===== config.mk =====
export PLATFORM = sky130hd
export DESIGN_NAME = mbist_scheduler_flat
export DESIGN_NICKNAME = d
export VERILOG_FILES = /design/src/rtl/mbist_scheduler_if.sv /design/src/rtl/mbist_scheduler.sv /design/src/flat_wrapper.sv
export SDC_FILE = /design/constraint.sdc
export NUM_CORES = 1
export LEC_CHECK = 0
export ABC_AREA = 0
export ABC_CLOCK_PERIOD_IN_PS = 6000
export CAP_MARGIN = 25
export CORE_MARGIN = 10
export CORE_UTILIZATION = 36
export CTS_CLUSTER_DIAMETER = 50
export DETAILED_ROUTE_END_ITERATION = 8
export DONT_BUFFER_PORTS = 1
export HOLD_SLACK_MARGIN = 0.1
export PLACE_DENSITY = 0.62
export SLEW_MARGIN = 5
export SYNTH_ARGS = -nofsm -noshare
export SYNTH_HDL_FRONTEND = slang
export SYNTH_SLANG_ARGS = --single-unit

===== constraint.sdc =====
create_clock -name clk -period 6 [get_ports clk]
set_clock_uncertainty 0.15 [all_clocks]
set_input_delay 1.2 -clock clk [delete_from_list [all_inputs] [get_ports clk]]
set_output_delay 1.2 -clock clk [all_outputs]
set_load 0.005 [all_outputs]

===== src/rtl/mbist_scheduler_if.sv =====
// Scheduler bus: SoC test-controller handshake plus the per-engine BIST signals.
// master = scheduler side, slave = controller/engine side.
interface mbist_scheduler_if #(
  parameter int NUM_MEMS    = 4,
  parameter int FAULT_CNT_W = 4
);
  localparam int IDX_W = (NUM_MEMS > 1) ? $clog2(NUM_MEMS) : 1;
  localparam int TOT_W = FAULT_CNT_W + $clog2(NUM_MEMS) + 1;

  logic                            start;
  logic [NUM_MEMS-1:0]             mem_en;
  logic [NUM_MEMS-1:0]             eng_rst_n;
  logic [NUM_MEMS-1:0]             eng_done;
  logic [NUM_MEMS-1:0]             eng_fail;
  logic [NUM_MEMS*FAULT_CNT_W-1:0] eng_fault_count;
  logic                            busy;
  logic                            done;
  logic                            fail;
  logic [NUM_MEMS-1:0]             fail_map;
  logic [NUM_MEMS-1:0]             timeout_map;
  logic [TOT_W-1:0]                total_faults;
  logic [IDX_W-1:0]                cur_mem;

  modport master (
    input  start, mem_en, eng_done, eng_fail, eng_fault_count,
    output eng_rst_n, busy, done, fail, fail_map, timeout_map, total_faults, cur_mem
  );

  modport slave (
    output start, mem_en, eng_done, eng_fail, eng_fault_count,
    input  eng_rst_n, busy, done, fail, fail_map, timeout_map, total_faults, cur_mem
  );
endinterface


===== src/rtl/mbist_scheduler.sv =====
// MBIST scheduler: releases one BIST engine at a time from reset, waits for its
// done (bounded by a timeout), captures fail flag and fault count, and
// aggregates the results for the SoC test controller.
module mbist_scheduler #(
  parameter int NUM_MEMS         = 4,
  parameter int FAULT_CNT_W      = 4,
  parameter int RST_PULSE_CYCLES = 2,
  parameter int TIMEOUT_CYCLES   = 1024
) (
  input  logic              clk,
  input  logic              rst_n,
  mbist_scheduler_if.master bus
);

  localparam int IDX_W   = (NUM_MEMS > 1) ? $clog2(NUM_MEMS) : 1;
  localparam int TOT_W   = FAULT_CNT_W + $clog2(NUM_MEMS) + 1;
  localparam int PULSE_W = (RST_PULSE_CYCLES > 1) ? $clog2(RST_PULSE_CYCLES) : 1;
  localparam int TMR_W   = $clog2(TIMEOUT_CYCLES);

  localparam logic [IDX_W-1:0]   LAST_IDX   = IDX_W'(NUM_MEMS - 1);
  localparam logic [PULSE_W-1:0] PULSE_LAST = PULSE_W'(RST_PULSE_CYCLES - 1);
  localparam logic [TMR_W-1:0]   TMR_LAST   = TMR_W'(TIMEOUT_CYCLES - 1);

  typedef enum logic [2:0] {
    S_IDLE,
    S_SELECT,
    S_RST_ENG,
    S_RUN,
    S_CAPTURE,
    S_NEXT,
    S_FINISH
  } state_t;

  state_t               state_q, state_d;
  logic [IDX_W-1:0]     cur_mem_q, cur_mem_d;
  logic [PULSE_W-1:0]   pulse_q, pulse_d;
  logic [TMR_W-1:0]     timer_q, timer_d;
  logic [NUM_MEMS-1:0]  eng_rst_n_q, eng_rst_n_d;
  logic                 busy_q, busy_d;
  logic                 done_q, done_d;
  logic                 fail_q, fail_d;
  logic [NUM_MEMS-1:0]  fail_map_q, fail_map_d;
  logic [NUM_MEMS-1:0]  timeout_map_q, timeout_map_d;
  logic [TOT_W-1:0]     total_q, total_d;

  logic                   sel_done;
  logic                   sel_fail;
  logic [FAULT_CNT_W-1:0] sel_count;

  // Selected engine's status; all other engines are ignored.
  always_comb begin
    sel_done  = bus.eng_done[cur_mem_q];
    sel_fail  = bus.eng_fail[cur_mem_q];
    sel_count = '0;
    for (int i = 0; i < NUM_MEMS; i++) begin
      if (cur_mem_q == IDX_W'(i)) begin
        sel_count = bus.eng_fault_count[i*FAULT_CNT_W +: FAULT_CNT_W];
      end
    end
  end

  // Next-state and next-output logic for the scheduling FSM.
  always_comb begin
    // NOTE: every variable gets a default first so no path through the
    // case statement leaves one unassigned, which would infer a latch.
    state_d       = state_q;
    cur_mem_d     = cur_mem_q;
    pulse_d       = pulse_q;
    timer_d       = timer_q;
    busy_d        = busy_q;
    done_d        = done_q;
    fail_d        = fail_q;
    fail_map_d    = fail_map_q;
    timeout_map_d = timeout_map_q;
    total_d       = total_q;

    unique case (state_q)
      S_IDLE, S_FINISH: begin
        if (bus.start) begin
          cur_mem_d     = '0;
          fail_map_d    = '0;
          timeout_map_d = '0;
          total_d       = '0;
          fail_d        = 1'b0;
          if (bus.mem_en == '0) begin
            // Nothing to test: complete immediately with a clean result.
            state_d = S_FINISH;
            busy_d  = 1'b0;
            done_d  = 1'b1;
          end else begin
            state_d = S_SELECT;
            busy_d  = 1'b1;
            done_d  = 1'b0;
          end
        end
      end

      S_SELECT: begin
        if (bus.mem_en[cur_mem_q]) begin
          pulse_d = '0;
          state_d = S_RST_ENG;
        end else if (cur_mem_q == LAST_IDX) begin
          state_d = S_FINISH;
        end else begin
          cur_mem_d = cur_mem_q + IDX_W'(1);
        end
      end

      S_RST_ENG: begin
        if (pulse_q == PULSE_LAST) begin
          timer_d = '0;
          state_d = S_RUN;
        end else begin
          pulse_d = pulse_q + PULSE_W'(1);
        end
      end

      S_RUN: begin
        timer_d = timer_q + TMR_W'(1);
        // An engine finishing on the last allowed cycle is not a timeout.
        if (sel_done) begin
          state_d = S_CAPTURE;
        end else if (timer_q == TMR_LAST) begin
          timeout_map_d[cur_mem_q] = 1'b1;
          fail_map_d[cur_mem_q]    = 1'b1;
          state_d                  = S_NEXT;
        end
      end

      S_CAPTURE: begin
        fail_map_d[cur_mem_q] = sel_fail;
        total_d               = total_q + TOT_W'(sel_count);
        state_d               = S_NEXT;
      end

      S_NEXT: begin
        if (cur_mem_q == LAST_IDX) begin
          state_d = S_FINISH;
        end else begin
          cur_mem_d = cur_mem_q + IDX_W'(1);
          state_d   = S_SELECT;
        end
      end

      default: state_d = S_IDLE;
    endcase

    // Entering FINISH from a schedule publishes the aggregate result.
    if (state_d == S_FINISH && state_q != S_FINISH) begin
      busy_d = 1'b0;
      done_d = 1'b1;
      fail_d = |fail_map_d;
    end
  end

  // Engine reset is decoded from the next state so exactly one engine is out
  // of reset in RUN/CAPTURE and it drops back the same edge NEXT is entered.
  always_comb begin
    eng_rst_n_d = '0;
    if (state_d == S_RUN || state_d == S_CAPTURE) begin
      eng_rst_n_d[cur_mem_d] = 1'b1;
    end
  end

  // State and registered outputs; async reset holds every engine in reset.
  always_ff @(posedge clk or negedge rst_n) begin
    if (!rst_n) begin
      state_q       <= S_IDLE;
      cur_mem_q     <= '0;
      pulse_q       <= '0;
      timer_q       <= '0;
      eng_rst_n_q   <= '0;
      busy_q        <= 1'b0;
      done_q        <= 1'b0;
      fail_q        <= 1'b0;
      fail_map_q    <= '0;
      timeout_map_q <= '0;
      total_q       <= '0;
    end else begin
      // NOTE: non-blocking assignments so every register samples the values
      // from before this edge, independent of statement order.
      state_q       <= state_d;
      cur_mem_q     <= cur_mem_d;
      pulse_q       <= pulse_d;
      timer_q       <= timer_d;
      eng_rst_n_q   <= eng_rst_n_d;
      busy_q        <= busy_d;
      done_q        <= done_d;
      fail_q        <= fail_d;
      fail_map_q    <= fail_map_d;
      timeout_map_q <= timeout_map_d;
      total_q       <= total_d;
    end
  end

  assign bus.eng_rst_n    = eng_rst_n_q;
  assign bus.busy         = busy_q;
  assign bus.done         = done_q;
  assign bus.fail         = fail_q;
  assign bus.fail_map     = fail_map_q;
  assign bus.timeout_map  = timeout_map_q;
  assign bus.total_faults = total_q;
  assign bus.cur_mem      = cur_mem_q;

endmodule


===== src/flat_wrapper.sv =====
// flat-port wrapper written by rule: the top's interface ports become plain ports
module mbist_scheduler_flat 
#(
  parameter int NUM_MEMS         = 4,
  parameter int FAULT_CNT_W      = 4,
  parameter int RST_PULSE_CYCLES = 2,
  parameter int TIMEOUT_CYCLES   = 1024
)
  (clk, rst_n, bus_start, bus_mem_en, bus_eng_done, bus_eng_fail, bus_eng_fault_count, bus_eng_rst_n, bus_busy, bus_done, bus_fail, bus_fail_map, bus_timeout_map, bus_total_faults, bus_cur_mem);
  mbist_scheduler_if #(.NUM_MEMS(NUM_MEMS), .FAULT_CNT_W(FAULT_CNT_W)) bus_i ();
  input  logic clk;
  input  logic rst_n;
  input wire logic [$bits(bus_i.start)-1:0] bus_start;
  input wire logic [$bits(bus_i.mem_en)-1:0] bus_mem_en;
  input wire logic [$bits(bus_i.eng_done)-1:0] bus_eng_done;
  input wire logic [$bits(bus_i.eng_fail)-1:0] bus_eng_fail;
  input wire logic [$bits(bus_i.eng_fault_count)-1:0] bus_eng_fault_count;
  output wire logic [$bits(bus_i.eng_rst_n)-1:0] bus_eng_rst_n;
  output wire logic [$bits(bus_i.busy)-1:0] bus_busy;
  output wire logic [$bits(bus_i.done)-1:0] bus_done;
  output wire logic [$bits(bus_i.fail)-1:0] bus_fail;
  output wire logic [$bits(bus_i.fail_map)-1:0] bus_fail_map;
  output wire logic [$bits(bus_i.timeout_map)-1:0] bus_timeout_map;
  output wire logic [$bits(bus_i.total_faults)-1:0] bus_total_faults;
  output wire logic [$bits(bus_i.cur_mem)-1:0] bus_cur_mem;
  assign bus_i.start = bus_start;
  assign bus_i.mem_en = bus_mem_en;
  assign bus_i.eng_done = bus_eng_done;
  assign bus_i.eng_fail = bus_eng_fail;
  assign bus_i.eng_fault_count = bus_eng_fault_count;
  assign bus_eng_rst_n = bus_i.eng_rst_n;
  assign bus_busy = bus_i.busy;
  assign bus_done = bus_i.done;
  assign bus_fail = bus_i.fail;
  assign bus_fail_map = bus_i.fail_map;
  assign bus_timeout_map = bus_i.timeout_map;
  assign bus_total_faults = bus_i.total_faults;
  assign bus_cur_mem = bus_i.cur_mem;
  mbist_scheduler #(.NUM_MEMS(NUM_MEMS), .FAULT_CNT_W(FAULT_CNT_W), .RST_PULSE_CYCLES(RST_PULSE_CYCLES), .TIMEOUT_CYCLES(TIMEOUT_CYCLES)) u_core (.clk(clk), .rst_n(rst_n), .bus(bus_i));
endmodule

# [Yosys cells after proc, flatten, opt, wreduce, memory -nomap -nowiden]
# Index checks and enable logic that the tools add are counted.
[word_totals] register_bits=38 in_bits=31 output_inout_bits=24 word_cells=115
[classes] addsub=4 n_lt_le_gt_ge=4 eq_ne=19 n_mux=55 bitwise_logic=2 reduce_logical=20
[op_table] cell="$mux W4" n=11
[op_table] cell="$mux W3" n=8
[op_table] cell="$pmux W10 S2" n=1
[op_table] cell="$mux W1" n=18
[op_table] cell="$pmux W3 S6" n=1
[op_table] cell="$eq A3 B3 Y1 const B" n=5
[op_table] cell="$pmux W7 S2" n=1
[op_table] cell="$pmux W4 S3" n=1
[op_table] cell="$reduce_bool A2 Y1" n=6
[op_table] cell="$add A10 B1 Y10 const B" n=1
[op_table] cell="$eq A10 B10 Y1 const B" n=1
[op_table] cell="$mux W10" n=1
[op_table] cell="$eq A3 B2 Y1 const B" n=3
[op_table] cell="$or A4 B4 Y4" n=2
[op_table] cell="$pmux W4 S2" n=1
[op_table] cell="$reduce_and A2 Y1" n=4
[op_table] cell="$add A7 B4 Y7" n=1
[op_table] cell="$mux W7" n=1
[op_table] cell="$bmux W1 S2" n=3
[op_table] cell="$lt A2 B3 Y1 const B" n=2
[op_table] cell="$mux W2" n=3
[op_table] cell="$ne A2 B1 Y1 const B" n=3
[op_table] cell="$pmux W2 S3" n=1
[op_table] cell="$bwmux W4" n=1
[op_table] cell="18 further kinds" n=24

# [Logic depth before layout (Yosys ltp)]
# Gate-level depths: netlist of run 1.
[depth] word_depth=10 ltp_mapped=11 depth_no_buf=10

# [Worst setup path before layout of run 1]
# OpenSTA, ideal clock, no wires.
[synth_timing] kind="input to register" from="input port bus_eng_fault_count[4]" to="register u_core.total_q[6] (netlist: u_core.bus.total_faults[6])" setup_time_ns=0.127 arrival_time_ns=2.616 required_time_ns=5.723 path_slack_ns=3.107 stages=10 path_buffers=0 path_cell_list="mux4_2 ha_1 inv_1 fa_1 nor2b_1 o21ai_0 a21oi_1 nand3_1 nand3_1 o21ai_0"
[synth_via] elab_chain_cells=5
[synth_rtl] element="start, declared" line_no="flat_wrapper.sv:17" source="input wire logic [$bits(bus_i.eng_fault_count)-1:0] bus_eng_fault_count;"
[synth_rtl] element="$mux W4 (3 in a row)" line_no="mbist_scheduler.sv:56" source="if (cur_mem_q == IDX_W'(i)) begin"
[synth_rtl] element="$add A7 B4 Y7" line_no="mbist_scheduler.sv:132" source="total_d = total_q + TOT_W'(sel_count);"
[synth_rtl] element="$pmux W7 S2" line_no="mbist_scheduler.sv:77" source="unique case (state_q)"
[synth_rtl] element="end signal, assigned" line_no="mbist_scheduler.sv:192" source="total_q <= total_d;"
[synth_rtl] element="end, declared" line_no="mbist_scheduler.sv:44" source="logic [TOT_W-1:0] total_q, total_d;"
# Every way passes these cells.
# A chain may end at the register's enable or synchronous reset.

# [Final worst setup path of run 1]
[layout_timing] from="register u_core.cur_mem_q[0] (netlist: u_core.bus.cur_mem[0])" to="register u_core.total_q[6] (netlist: u_core.bus.total_faults[6])"
[layout_via] elab_chain_cells=7 word_cells_on_any_way=10 cone_classes="1 x add/sub; 3 x eq/ne; 5 x mux; 1 x reduce/logical"
[layout_rtl] element="start, declared" line_no="mbist_scheduler.sv:35" source="logic [IDX_W-1:0] cur_mem_q, cur_mem_d;"
[layout_rtl] element="start signal, assigned" line_no="mbist_scheduler.sv:183" source="cur_mem_q <= cur_mem_d;"
[layout_rtl] element="$logic_not A2 Y1" line_no="mbist_scheduler.sv:56"
[layout_rtl] element="$mux W4 (3 in a row)" line_no="mbist_scheduler.sv:56"
[layout_rtl] element="$mux W4 *" line_no="mbist_scheduler.sv:56"
[layout_rtl] element="$add A7 B4 Y7 *" line_no="mbist_scheduler.sv:132"
[layout_rtl] element="$pmux W7 S2 *" line_no="mbist_scheduler.sv:77"
# Mark *: on every way between the ends. The rest lies on a longest branch, timed or not.

==> qor.yml, run 1 <==
logic_synthesis:
  synthFlopType: "dfrtp_1"
  synth-edff-count: 0
  netlist_area_um2: 2250
  synth_top_family_by_area: "simple AND/OR/NAND/NOR gates"
  synth-seq-area-share_pct: 42.2
  ys_types: 49
  synth-xor-area-share_pct: 1.17
  yosys-top-cells-count: "38 x dfrtp_1, 32 x o21ai_0, 22 x nor2_1"
  synthAdderAreaFrac_pct: 3.66
  synthesis.nets: 281
  async_reset_ff_share_pct: 100
  ys_ff_latch: 38
  synth_top_area_cell: "dfrtp_1"
  synthCells: 244
  avgSynthCellArea_um2: 9.24
  synth_most_common_cell: "dfrtp_1"
  yosys_warnings: 0
  synth_compound_area_share_pct: 19.3
  synth_top_area_share_pct: 42.2
  synthSimpleGateAreaFrac_pct: 21.5
  yosys-top-cells-area: "dfrtp_1 42%, o21ai_0 7.1%, mux4_2 5.0%"
  synth.mux.area_fraction_pct: 7.94
detailed_routing:
  wirelength_um: 5790
  dr.pass1.iters: 4
  drcViolationCount: 0
  post_drt_via_cell_ratio: 5.62
  num_vias: 1786
  post_drt_wl_per_cell_um: 18.2
  initialDrtViolationCount: 45
  final_antenna_net_count: 0
floorplan:
  start_util_pct: 37.6
  core_um2: 5990
  dieArea_um2: 9820
  fp.dieW_um: 99.1
  core.rowCount: 28
  top_level_ports: 55
  dieHeight_um: 99.1
outcome:
  outcome: "finished, final reports clean"
power_and_ir_drop:
  power.leakage_nw: 1.02
  power_mw: 0.975
  power_density_nw_per_um2: 409
  ir_worst_vdd_mv: 0.240
cells_and_area:
  area_growth_pct: 5.77
  layout-drive-gt1-share_pct: 7.47
  final_nets: 278
  post-route-util_pct: 39.8
clock_network:
  cts_root_buffer: "clkbuf_8"
  cts_hold_buf: 0
  htreeDepth: 2
  clk_path_buf_depth: 2
  cts_tree: "done"
  clk-insertion-delay-late_ns: 0.29
  post_cts_buffers: 0
  clock-sinks: 38
  path_clk_slew_ns: 0.07
  cts-resized-gates: 0
  numCtsBuffers: 5
global_route:
  track_usage_pct: 11.7
  overflow: 0
  grt_max_degree: 39
  antenna_found_initial: 1
  grt_pass1_vias: 1710
  grt_pass1_wl_um: 9360
setup_path:
  crit_fanout: 16
  cp.required_ns: 6.02
  critPathSlowestCell: "dfrtp_1"
  crit_chain: "mux4_2, ha_1, inv_1, fa_1, nor2b_1, o21ai_0, a21oi_1, nand3_1, nand3_1, o21ai_0"
  max_stage_delay_ns: 0.81
  arrival_ns: 2.81
  crit_path_end_kind: "flip-flop"
  crit_type: "flip-flop to flip-flop"
  r2r_slack_ns: 3.21
  critPathLaunchType: "flip-flop"
sta:
  grt_setup_unrepaired: "no"
  fmax_mhz: 359
  fin_crit_sh_pct: 46.5
  worst_pin_slew_ns: 0.806
  holdWs_ns: 0.341
  final-hold-violation-count: 0
  slew_violations: 0
  fin_setup_tns_ns: 0
  slew_headroom_pct: 45.8
  layout_setup_ws_ns: 3.21
  period_minus_slack_ns: 2.79
  setup_viol_count_final: 0
place:
  gp_congestion: 0.815
  place_hpwl_um: 4300
  dp_slack_ns: 2.96
  io_buffers: 0
min_path:
  hp-class: "flip-flop to flip-flop"
flow_run:
  cap_violations: 0
## sequential cells by signal (all words and copies together) (netlist names), 2 cells and up
register                 flops
u_core.bus.eng_rst_n         4
u_core.bus.cur_mem           2
u_core.bus.fail_map          4
u_core.timer_q              10
u_core.bus.timeout_map       4
u_core.bus.total_faults      7
u_core.state_q               3
## per-layer routing
layer | up-vias | track usage [%] | wire (µm)
li1 | 876 | - | -
met1 | 852 | 15.9 | 2690
met2 | 52 | 16.4 | 2560
met3 | 6 | 4.43 | 472
met4 | 0 | 3.64 | 68
met5 | - | 0 | 0
## power by group
part / switching, mW / internal (mW) / total (mW)
logic: 0.222 / 0.161 / 0.383
registers: 0.115 / 0.312 / 0.428
clock network: 0.0843 / 0.0800 / 0.164
total: 0.422 / 0.553 / 0.975
## through the flow
step,instance area (µm²),std cells
2_1_floorplan,2250,244
3_3_place_gp,2300,308
3_5_place_dp,2300,309
4_1_cts,2380,316
5_1_grt,2380,316
6_report,2380,318
## area by class of cell
| cell class | instances | area (µm²) |
|---|---|---|
| diodes | 2 | 5.00 |
| clock buffers | 7 | 76.3 |
| fillers | 591 | 3610 |
| inverters | 12 | 45.0 |
| multi-input cells | 183 | 1210 |
| flip-flops and latches | 38 | 951 |
| well taps | 75 | 93.8 |
| repair buffers | 1 | 5.00 |
## critical path: cells and delay by family, from the launching register on
kind	cells	cell delay (ns)
compound gates	3	0.42
fa+ha+maj	2	0.56
buf+inv	1	0.05
flops	1	0.81
mux	1	0.35
simple gates	3	0.32
## cells by family after synthesis
kind of cell,Yosys count
and+or+nand+nor,94
AOI/OAI and AO/OA,70
DFF,38
buffers and inverters,23
muxes,10
adders and majority gates,6
xor gates and xnor gates,3
## path summary, 6_finish.rpt
kind                                             from                          to  depth (start not counted)
max in group asynchronous                       rst_n  u_core.bus.total_faults[1]                          0
worst min register to register      u_core.timer_q[9]           u_core.timer_q[9]                          1
min in group asynchronous                       rst_n     u_core.bus.eng_rst_n[3]                          0
worst max-delay path            u_core.bus.cur_mem[0]  u_core.bus.total_faults[6]                         10
worst min-delay path                u_core.timer_q[9]           u_core.timer_q[9]                          1
worst max register to register  u_core.bus.cur_mem[0]  u_core.bus.total_faults[6]                         10
## cell usage in the layout (no fill, tap or decap), types with 3 or more instances in the layout
| cell | instances |
|---|---|
| nand2b_1 | 10 |
| o21ai_0 | 32 |
| dfrtp_1 | 38 |
| o22a_1 | 3 |
| nand3_1 | 16 |
| mux4_2 | 5 |
| nand2_1 | 21 |
| and4_1 | 3 |
| nand4_1 | 3 |
| inv_1 | 12 |
| ha_1 | 5 |
| mux2i_1 | 4 |
| nor2_1 | 22 |
| clkbuf_8 | 5 |
| a21oi_1 | 12 |
| nor2b_1 | 5 |
| a31oi_1 | 6 |
Note: power is estimated with default switching activity, not from simulation.
==> run 2, diff against run 1 <==
Settings changed: ABC_CLOCK_PERIOD_IN_PS 6000 to 2440, PLACE_DENSITY 0.62 to 0.64.
Clock period 6 ns to 2.44 ns, I/O delays scaled along.
==> run 2 against run 1 <==
Wire length is 0.69% higher. Critical path depth fell by 1. Setup slack lost 3.1 ns. Final cell count up 3.8%. Clock power up 150%. Non-clock buffer count up 13. Worst hold slack got worse by 0.11 ns. Register-to-register slack got worse by 3.1 ns. Power grew to 2.6 times the previous value. Maximum frequency grew 20%. Critical path type unchanged. Highest routed layer is now met5.
==> qor.yml, run 2 (synthesis results as in run 1) <==
place:
  dp.cells: 318
  place_hpwl_um: 4330
  io_buffers: 0
  dp_slack_ns: -0.00248
  placed_cell_area_um2: 2370
  gp_congestion: 0.862
setup_path:
  crit_type: "flip-flop to flip-flop"
  cp.required_ns: 2.47
  worstRegToRegCells: 9
  critPathLaunchType: "flip-flop"
  crit_fanout: 4
  r2r_slack_ns: 0.12
  crit_path_end_kind: "flip-flop"
  arrival_ns: 2.35
cells_and_area:
  layout_common_cells: "37 x dfrtp_1, 32 x o21ai_0, 22 x nor2_1, 21 x nand2_1, 16 x nand3_1"
  layout-drive-gt1-share_pct: 13.4
  num-fill-cells: 579
  final_common_cell: "dfrtp_1"
  design_area_um2: 2520
  area_growth_pct: 11.8
  layoutNonFillerInstCount: 330
  largest_reg_flops: 10
  regMostFlops: "u_core.timer_q"
  final_nets: 291
global_route:
  antenna_found_initial: 2
  grt_max_degree: 39
  grt_pass1_vias: 1756
  grt_pass1_wl_um: 9330
  overflow: 0
  track_usage_pct: 11.6
floorplan:
  dieHeight_um: 99.1
  core_um2: 5990
  start_util_pct: 37.6
  dieArea_um2: 9820
  core.rowCount: 28
  fp.dieW_um: 99.1
  top_level_ports: 55
power_and_ir_drop:
  power_mw: 2.56
  power_density_nw_per_um2: 1020
  power.leakage_nw: 1.10
  ir_worst_vdd_mv: 0.524
flow_run:
  cap_violations: 0
clock_network:
  cts_tree: "done"
  cts_root_buffer: "clkbuf_8"
  htreeDepth: 2
  clock-sinks: 38
  numCtsBuffers: 5
  path_clk_slew_ns: 0.07
  clk-insertion-delay-late_ns: 0.29
  clk_path_buf_depth: 2
detailed_routing:
  drcViolationCount: 0
  dr.pass1.iters: 5
  wirelength_um: 5830
  final_antenna_net_count: 0
  post_drt_wl_per_cell_um: 17.7
  post_drt_via_cell_ratio: 5.60
  initialDrtViolationCount: 87
  num_vias: 1849
min_path:
  hp-class: "primary input to flip-flop"
  whs_path_depth: 2
sta:
  final-hold-violation-count: 0
  fin_crit_sh_pct: 95.2
  slew_headroom_pct: 57.5
  layout_setup_ws_ns: 0.117
  period_minus_slack_ns: 2.32
  setup_viol_count_final: 0
  worst_pin_slew_ns: 0.632
  fmax_mhz: 430
  slew_violations: 0
outcome:
  outcome: "finished, final reports clean"
==> run 2: cell types whose count changed in the layout (fill, tap and decap cells not counted), sizes merged <==
cell and delta:
dlygate4sd3 +1, diode -1, buf +12
==> run 2: repair_timing <==
action	CTS	global route
pin swaps	0	1
resized for setup	1	3
hold buffers	2	0
hold endpoints to repair	38	0
setup endpoints to repair	1	2
setup buffers	0	2
==> run 2: power by group <==
group | total (mW) | internal, mW | switching [mW]
logic | 1.23 | 0.512 | 0.720
clock network | 0.407 | 0.197 | 0.210
registers | 0.923 | 0.772 | 0.151
==> run 2: final cells by class <==
cell class / count / area (µm²) / share of cell area (%)
multi-input combinational: 183 / 1220 / 48.3
sequential: 38 / 952 / 37.8
timing repair buffer: 14 / 133 / 5.26
tap: 75 / 93.8 / 3.72
clock buffer: 7 / 76.3 / 3.03
inverter: 12 / 45.0 / 1.79
antenna: 1 / 2.50 / 0.0993
==> run 2: worst max-delay path, stage by stage (launching register included) <==
cell and delay (ns):
dfrtp_2 0.42, buf_12 0.11, mux4_2 0.49, ha_1 0.35, nor2b_1 0.14, o21ai_0 0.11, a21oi_2 0.17, nand3_1 0.11
nand3_1 0.09, o21ai_0 0.07
==> run 2: path summary, 6_finish.rpt <==
check	start	end
hold / removal	bus_eng_fail[0]	u_core.bus.fail_map[0]
setup reg to reg	u_core.bus.cur_mem[0]	u_core.bus.total_faults[6]
setup / recovery	u_core.bus.cur_mem[0]	u_core.bus.total_faults[6]
min in group asynchronous	rst_n	u_core.timer_q[3]
hold reg to reg	u_core.timer_q[9]	u_core.timer_q[9]
max in group asynchronous	rst_n	u_core.bus.cur_mem[0]
==> run 2: stage by stage <==
stage          setup TNS (ns)  util, %  hold slack, ns
2_1_floorplan               0        -          0.0424
3_3_place_gp                0     39.6          0.0448
3_5_place_dp         -0.00248     39.6          0.0449
4_1_cts                     0     41.4           0.225
5_1_grt              -0.00408     42.0           0.274
6_report                    0     42.1           0.231
==> run 2: layer usage <==
metal	part of all wire [%]	global-route usage (%)
met3	9.3	4.22
met4	1.9	5.51
met2	44	15.8
met5	0.22	0
met1	44	15.8
